## src/rtl/jtag_vreg_bank.sv

```systemverilog
`default_nettype none
// ============================================================================
// Module   : jtag_vreg_bank
// Purpose  : Virtual-JTAG instruction register bank. It provides a bypass
//            register, a read-only capture of in_bus, and N_OUT writable
//            output registers, each with its own readback instruction.
//            Updates are synchronous to tck and raise a one-cycle strobe
//            for each channel.
// Revision : 1.0 - initial release
// ============================================================================
module jtag_vreg_bank #(
  parameter int                DR_W    = 8,
  parameter int                IN_W    = 4,
  parameter int                N_OUT   = 2,
  parameter int                IR_W    = 3,
  parameter logic [DR_W-1:0]   OUT_RST = '0
) (
  input  logic                    tck,
  input  logic                    aclr,
  input  logic                    tdi,
  input  logic [IR_W-1:0]         ir_in,
  input  logic                    v_cdr,
  input  logic                    v_sdr,
  input  logic                    v_udr,
  input  logic                    v_uir,
  input  logic [IN_W-1:0]         in_bus,
  output logic                    tdo,
  output logic [N_OUT*DR_W-1:0]   outs,
  output logic [N_OUT-1:0]        upd_strobe
);

  localparam logic [IR_W-1:0] c_IR_READ_IN = IR_W'(1);

  logic                  r_byp;
  logic [DR_W-1:0]       r_dr;
  logic [DR_W-1:0]       r_out [N_OUT];
  logic [N_OUT-1:0]      r_pend;
  logic [N_OUT-1:0]      r_strobe;
  logic                  r_udr_q;

  logic [N_OUT-1:0]      w_wr_sel;
  logic [N_OUT-1:0]      w_rd_sel;
  logic                  w_is_read_in;
  logic                  w_is_bypass;
  logic [DR_W-1:0]       w_cap_val;
  logic [DR_W-1:0]       w_in_ext;

  // Per-channel instruction decode: WRITE_OUT k = 2+2k, READ_OUT k = 3+2k
  genvar g;
  generate
    for (g = 0; g < N_OUT; g++) begin : g_dec
      assign w_wr_sel[g] = (ir_in == IR_W'(2 + 2*g));
      assign w_rd_sel[g] = (ir_in == IR_W'(3 + 2*g));
      assign outs[g*DR_W +: DR_W] = r_out[g];
    end
  endgenerate

  assign w_is_read_in = (ir_in == c_IR_READ_IN);
  // Any code that selects no register (including unused codes) acts as BYPASS
  assign w_is_bypass  = !w_is_read_in && !(|w_wr_sel) && !(|w_rd_sel);
  assign w_in_ext     = DR_W'(in_bus);
  assign upd_strobe   = r_strobe;
  assign tdo          = w_is_bypass ? r_byp : r_dr[0];

  // Select the output register that a capture under READ_OUT/WRITE_OUT loads
  always_comb begin
    w_cap_val = '0;
    for (int k = 0; k < N_OUT; k++) begin
      if (w_wr_sel[k] || w_rd_sel[k]) begin
        w_cap_val = r_out[k];
      end
    end
  end

  // Capture/shift path: update-IR flush beats capture, and capture beats shift
  always_ff @(posedge tck or negedge aclr) begin
    if (!aclr) begin
      r_dr  <= '0;
      r_byp <= 1'b0;
    end else if (v_uir) begin
      r_dr  <= '0;
      r_byp <= 1'b0;
    end else if (v_cdr) begin
      if (w_is_read_in) begin
        r_dr <= w_in_ext;
      end else if (w_is_bypass) begin
        r_byp <= 1'b0;
      end else begin
        r_dr <= w_cap_val;
      end
    end else if (v_sdr) begin
      if (w_is_bypass) begin
        r_byp <= tdi;
      end else begin
        r_dr <= {tdi, r_dr[DR_W-1:1]};
      end
    end
  end

  // Update path: load on every v_udr edge, strobe once per rising v_udr a cycle later
  always_ff @(posedge tck or negedge aclr) begin
    if (!aclr) begin
      for (int k = 0; k < N_OUT; k++) begin
        r_out[k] <= OUT_RST;
      end
      r_pend   <= '0;
      r_strobe <= '0;
      r_udr_q  <= 1'b0;
    end else begin
      r_udr_q  <= v_udr;
      r_strobe <= r_pend;
      for (int k = 0; k < N_OUT; k++) begin
        r_pend[k] <= v_udr && !r_udr_q && w_wr_sel[k];
        if (v_udr && w_wr_sel[k]) begin
          r_out[k] <= r_dr;
        end
      end
    end
  end

endmodule
`default_nettype wire

```

## config.mk

```make
export PLATFORM = sky130hd
export DESIGN_NAME = jtag_vreg_bank
export DESIGN_NICKNAME = d
export VERILOG_FILES = /design/src/rtl/jtag_vreg_bank.sv
export SDC_FILE = /design/constraint.sdc
export NUM_CORES = 1
export LEC_CHECK = 0
export ABC_CLOCK_PERIOD_IN_PS = 1200
export CORE_MARGIN = 5
export CORE_UTILIZATION = 49
export CTS_CLUSTER_SIZE = 30
export DETAILED_ROUTE_END_ITERATION = 12
export GPL_TIMING_DRIVEN = 0
export PLACE_DENSITY_LB_ADDON = 0.15
export SYNTH_ARGS = -nofsm -noshare
export SYNTH_HDL_FRONTEND = slang
export SYNTH_SLANG_ARGS = --single-unit
```

## constraint.sdc

```tcl
create_clock -name tck -period 1.2 [get_ports tck]
set_input_delay 0.12 -clock tck [delete_from_list [all_inputs] [get_ports tck]]
set_output_delay 0.12 -clock tck [all_outputs]
set_load 0.02 [all_outputs]
```

# [Yosys cells after proc, flatten, opt, wreduce, memory -nomap -nowiden]
# Cells that the tools add are included.
[totals] regBits=30 inputBits=14 wordCells=49
[classes] eq_ne=8 mux=15 n_reduce_logical=19
[ops] cell="$mux W8" count=8
[ops] cell="$ne A3 B3 Y1 const B" count=3
[ops] cell="$logic_and A1 B1 Y1" count=7
[ops] cell="$mux W1" count=7
[ops] cell="$eq A3 B2 Y1 const B" count=2
[ops] cell="$eq A3 B3 Y1 const B" count=2
[ops] cell="$reduce_and A3 Y1" count=2
[ops] cell="$logic_not A1 Y1" count=4
[ops] cell="$reduce_or A2 Y1" count=2
[ops] cell="$eq A3 B1 Y1 const B" count=1
[ops] cell="$reduce_bool A3 Y1" count=1
[ops] cell="$logic_or A1 B1 Y1" count=2
[ops] cell="$reduce_bool A2 Y1" count=1

# [Depth between registers and ports, before layout]
[logic_depth] ltp_word=9 depth_mapped=5 depth_no_buf=4

# [Worst setup path before layout]
# Ideal clock, no wire load.
[synth_path] path_type="input -> register" start="input port ir_in[1]" end="register r_out, in the netlist outs[0]" setup_ns=0.125 arrival_time_ns=0.997 t_required_ns=1.075 slack_ns=0.078 stages=5 n_path_buf=2 path_cell_list="nor2b_1 -> buf_6 -> and3b_1 -> buf_6 -> mux2_4"
[synth_between] elab_chain_len=2
[synth_lines] item="start, declared" line_no="21" rtl="input logic [IR_W-1:0] ir_in,"
[synth_lines] item="$eq A3 B2 Y1" line_no="52" rtl="assign w_wr_sel[g] = (ir_in == IR_W'(2 + 2*g));"
[synth_lines] item="$logic_and A1 B1 Y1" line_no="114" rtl="if (v_udr && w_wr_sel[k]) begin"
[synth_lines] item="end signal, assigned by index" line_no="115" rtl="r_out[k] <= r_dr;"
[synth_lines] item="end, declared" line_no="36" rtl="logic [DR_W-1:0] r_out [N_OUT];"
# Every way passes these cells.
# A chain may end at the register's enable or synchronous reset.

# [Worst setup path in the final report]
[layout_path] start="register r_dr[0]" end="output port tdo"
[layout_between] elab_chain_len=1
[layout_lines] item="start, declared" line_no="35" rtl="logic [DR_W-1:0] r_dr;"
[layout_lines] item="start signal, assigned" line_no="85" rtl="r_dr <= w_in_ext;"
[layout_lines] item="start signal, assigned" line_no="89" rtl="r_dr <= w_cap_val;"
[layout_lines] item="start signal, assigned" line_no="95" rtl="r_dr <= {tdi, r_dr[DR_W-1:1]};"
[layout_lines] item="$mux W1" line_no="63" rtl="assign tdo = w_is_bypass ? r_byp : r_dr[0];"
[layout_lines] item="end, declared" line_no="27" rtl="output logic tdo,"
# Every way passes these cells.

==> results.py <==
metrics = {
    "yosys": {
        "avgSynthCellArea_um2": 13.3,
        "synthCells": 107,
        "syn-num-nets": 121,
        "synth-seq-cells": 30,
        "yosysWarnings": 0,
        "yosys.area.top_type": "dfrtp_1",
        "synth_top_cell_area_share": 0.528,
        "yosysUniqueCellTypes": 24,
        "synth_top_cells_by_area": "dfrtp_1, mux2_4, a22o_1",
        "syn_area_mm2": 0.00142,
        "seq_area_frac_synth": 0.528,
    },
    "timing": {
        "slew_viol_final": 0,
        "setup_viol": 9,
        "rsz0062_at_grt": "yes",
        "finalCritPeriodShare": 1.07,
        "maxSlewHeadroom": 0.559,
        "fmax_mhz": 782,
        "report.final.hold_viol_count": 0,
        "worst_slew_pin_slew_ns": 0.661,
        "setup-tns-final_ns": -0.226,
        "finalWorstSetupSlack_ns": -0.0787,
        "fin_crit_ns": 1.28,
        "finClkSkew_ns": 0.00901,
    },
    "place": {
        "place.gp.congestion": 0.765,
        "hpwl_mm": 2.09,
        "placed_cells": 170,
        "io_buffer_count": 32,
    },
    "grt": {
        "grt_pass1_vias": 1129,
        "grt_pass1_wl_mm": 5.55,
        "grt_overflow": 0,
        "grt.total_usage": 0.179,
        "grt_max_degree": 31,
        "antenna_found_initial": 0,
    },
    "run": {
        "maxCapViolations": 0,
    },
    "clocking": {
        "clk_pin_slew_ns": 0.09,
        "numCtsBuffers": 5,
        "clk_path_buf_depth": 2,
        "clkSinkCount": 30,
        "cts_root_buf": "clkbuf_4",
        "clk_latency_ns": 0.33,
        "htreeDepth": 2,
        "cts_tree": "yes",
    },
    "drt": {
        "viasPerCell": 5.86,
        "drt_iter0_markers": 25,
        "antenna_left": 0,
        "drcViolationCount": 0,
        "vias": 1067,
        "wl_mm": 3.30,
        "wire_per_inst_um": 18.1,
        "drtPass1Iterations": 4,
    },
    "setup_path": {
        "rr_startpoint": "r_dr[1]$_DFFE_PN0P_",
        "path_max_fanout": 3,
        "worstRegToRegCells": 4,
        "r2r_end": "r_dr[0]$_DFFE_PN0P_",
        "setup.worst_path.class": "flip-flop to output port",
        "arrival_ns": 1.16,
        "cp.required_ns": 1.08,
        "critPathLaunchType": "flip-flop",
        "reg2reg_setup_slack_ns": 0.05,
        "worstSetupEndpointType": "output port",
    },
    "floorplanning": {
        "start_util": 0.515,
        "die_h_um": 63.9,
        "ios": 33,
        "dieArea_mm2": 0.00408,
        "die_x_um": 63.9,
        "num_rows": 19,
        "core-area_mm2": 0.00276,
    },
    "final_layout": {
        "stdcell_count": 182,
        "drive_above_1_share": 0.358,
        "area_growth_pct": 29.2,
        "regArea_um2": 751,
        "fin_nets": 165,
        "n_antenna_cell": 0,
        "multi_input_area_um2": 644,
        "num-fill-cells": 227,
        "final_util": 0.666,
    },
    "pwr": {
        "p_leak_nw": 0.898,
        "ir_drop_v": 0.00104,
        "cellPowerDensity_mw_per_mm2": 1140,
    },
    "hold_path": {
        "min_path_type": "input port to flip-flop",
        "min_from": "v_udr",
        "min_path_cells": 1,
        "hold_end": "r_udr_q$_DFF_PN0_",
    },
    "outcome": {
        "violations": "negative setup slack",
        "status": "finished with violations",
    },
}
## cell families after synthesis
kind of cell,Yosys count,share of synthesized area
AO/OA/AOI/OAI,26,0.139
multiplexers,19,0.191
flip-flops,30,0.528
buffers and inverters,7,0.0405
AND/OR/NAND/NOR,25,0.101
## how the worst max path moves through the flow
stage	from	endpoint
6_report	r_dr[0]$_DFFE_PN0P_	tdo
5_1_grt	r_dr[0]$_DFFE_PN0P_	tdo
4_1_cts	r_dr[0]$_DFFE_PN0P_	tdo
3_5_place_dp	ir_in[2]	tdo
3_3_place_gp	ir_in[2]	tdo
2_1_floorplan	ir_in[1]	outs[0]$_DFFE_PN0P_
## repair_timing
action / 4_1_cts / 5_1_grt
hold buffers: 0 / 1
gates resized for setup: 42 / 30
pin swaps: 1 / 1
buffers inserted: 3 / 1
setup endpoints to repair: 75 / 41
hold endpoints to repair: 0 / 30
## cells in the mapped netlist
master and n:
o21ai_0 4, mux2i_1 2, nor3_1 1, buf_2 1, nor3b_1 1, nor2b_1 7, nand2_1 2, a22oi_1 4
a221oi_1 4, a21oi_2 2, inv_1 1, clkinv_1 1, dfrtp_1 30, nor2_1 10, a31oi_1 3, buf_6 4
nor3b_4 1, a21oi_1 1, and3b_1 2, a32o_1 1, mux2_4 16, mux2_2 1, a22o_1 7, and3_1 1
## registers in the layout, summed over array words and instances (netlist names)
signal      count
r_dr            8
r_pend          2
r_udr_q         1
outs           16
upd_strobe      2
r_byp           1
## power breakdown
| group | internal [mW] | switching, mW | total, mW |
|---|---|---|---|
| registers | 1.07 | 0.0516 | 1.12 |
| clock network | 0.221 | 0.342 | 0.563 |
| logic | 0.198 | 0.205 | 0.403 |
| total | 1.49 | 0.598 | 2.09 |
## critical path, cell delays in order (launching register included)
cell and delay, ns:
dfrtp_1 0.42, mux2_4 0.27, buf_6 0.13
## layer usage
metal	wire length, um	vias up	GRT usage	part of all wire
li1	-	478	-	-
met1	1430	553	0.215	0.43
met2	1570	31	0.274	0.48
met3	221	5	0.0771	0.067
met4	70	0	0.0857	0.021
met5	0	-	0	0
## placed cells by master (no fill, tap or decap), types with 3 or more instances in the layout
master | Yosys | layout
a221oi_1 | 4 | 4
a22o_1 | 7 | 7
a22oi_1 | 4 | 4
a31oi_1 | 3 | 3
buf_4 | 0 | 4
buf_6 | 4 | 6
clkbuf_2 | 0 | 13
clkbuf_4 | 0 | 5
clkdlybuf4s15_1 | 0 | 6
clkdlybuf4s50_1 | 0 | 8
dfrtp_1 | 30 | 30
mux2_4 | 16 | 17
nor2_1 | 10 | 9
nor2b_1 | 7 | 6
o21ai_0 | 4 | 4
## stage by stage
stage | area (um2) | hold slack, ns | power (mW) | setup WS (ns)
floorplan | 1420 | -0.176 | 1.36 | 0.0783
global placement | 1780 | 0.334 | 1.55 | -0.784
detailed placement | 1780 | 0.342 | 1.56 | -0.795
CTS | 1850 | 0.230 | 2.10 | -0.120
global route | 1840 | 0.262 | 2.19 | -0.125
finish | 1840 | 0.269 | 2.09 | -0.0787
## final cells by class
class | count | share of cell area
tap | 31 | 0.0211
multi-input combinational | 70 | 0.351
inverter | 2 | 0.00545
timing repair buffer | 37 | 0.159
buffer | 5 | 0.0307
clock buffer | 7 | 0.0245
sequential | 30 | 0.409
Power figures use the tool's default switching activity.
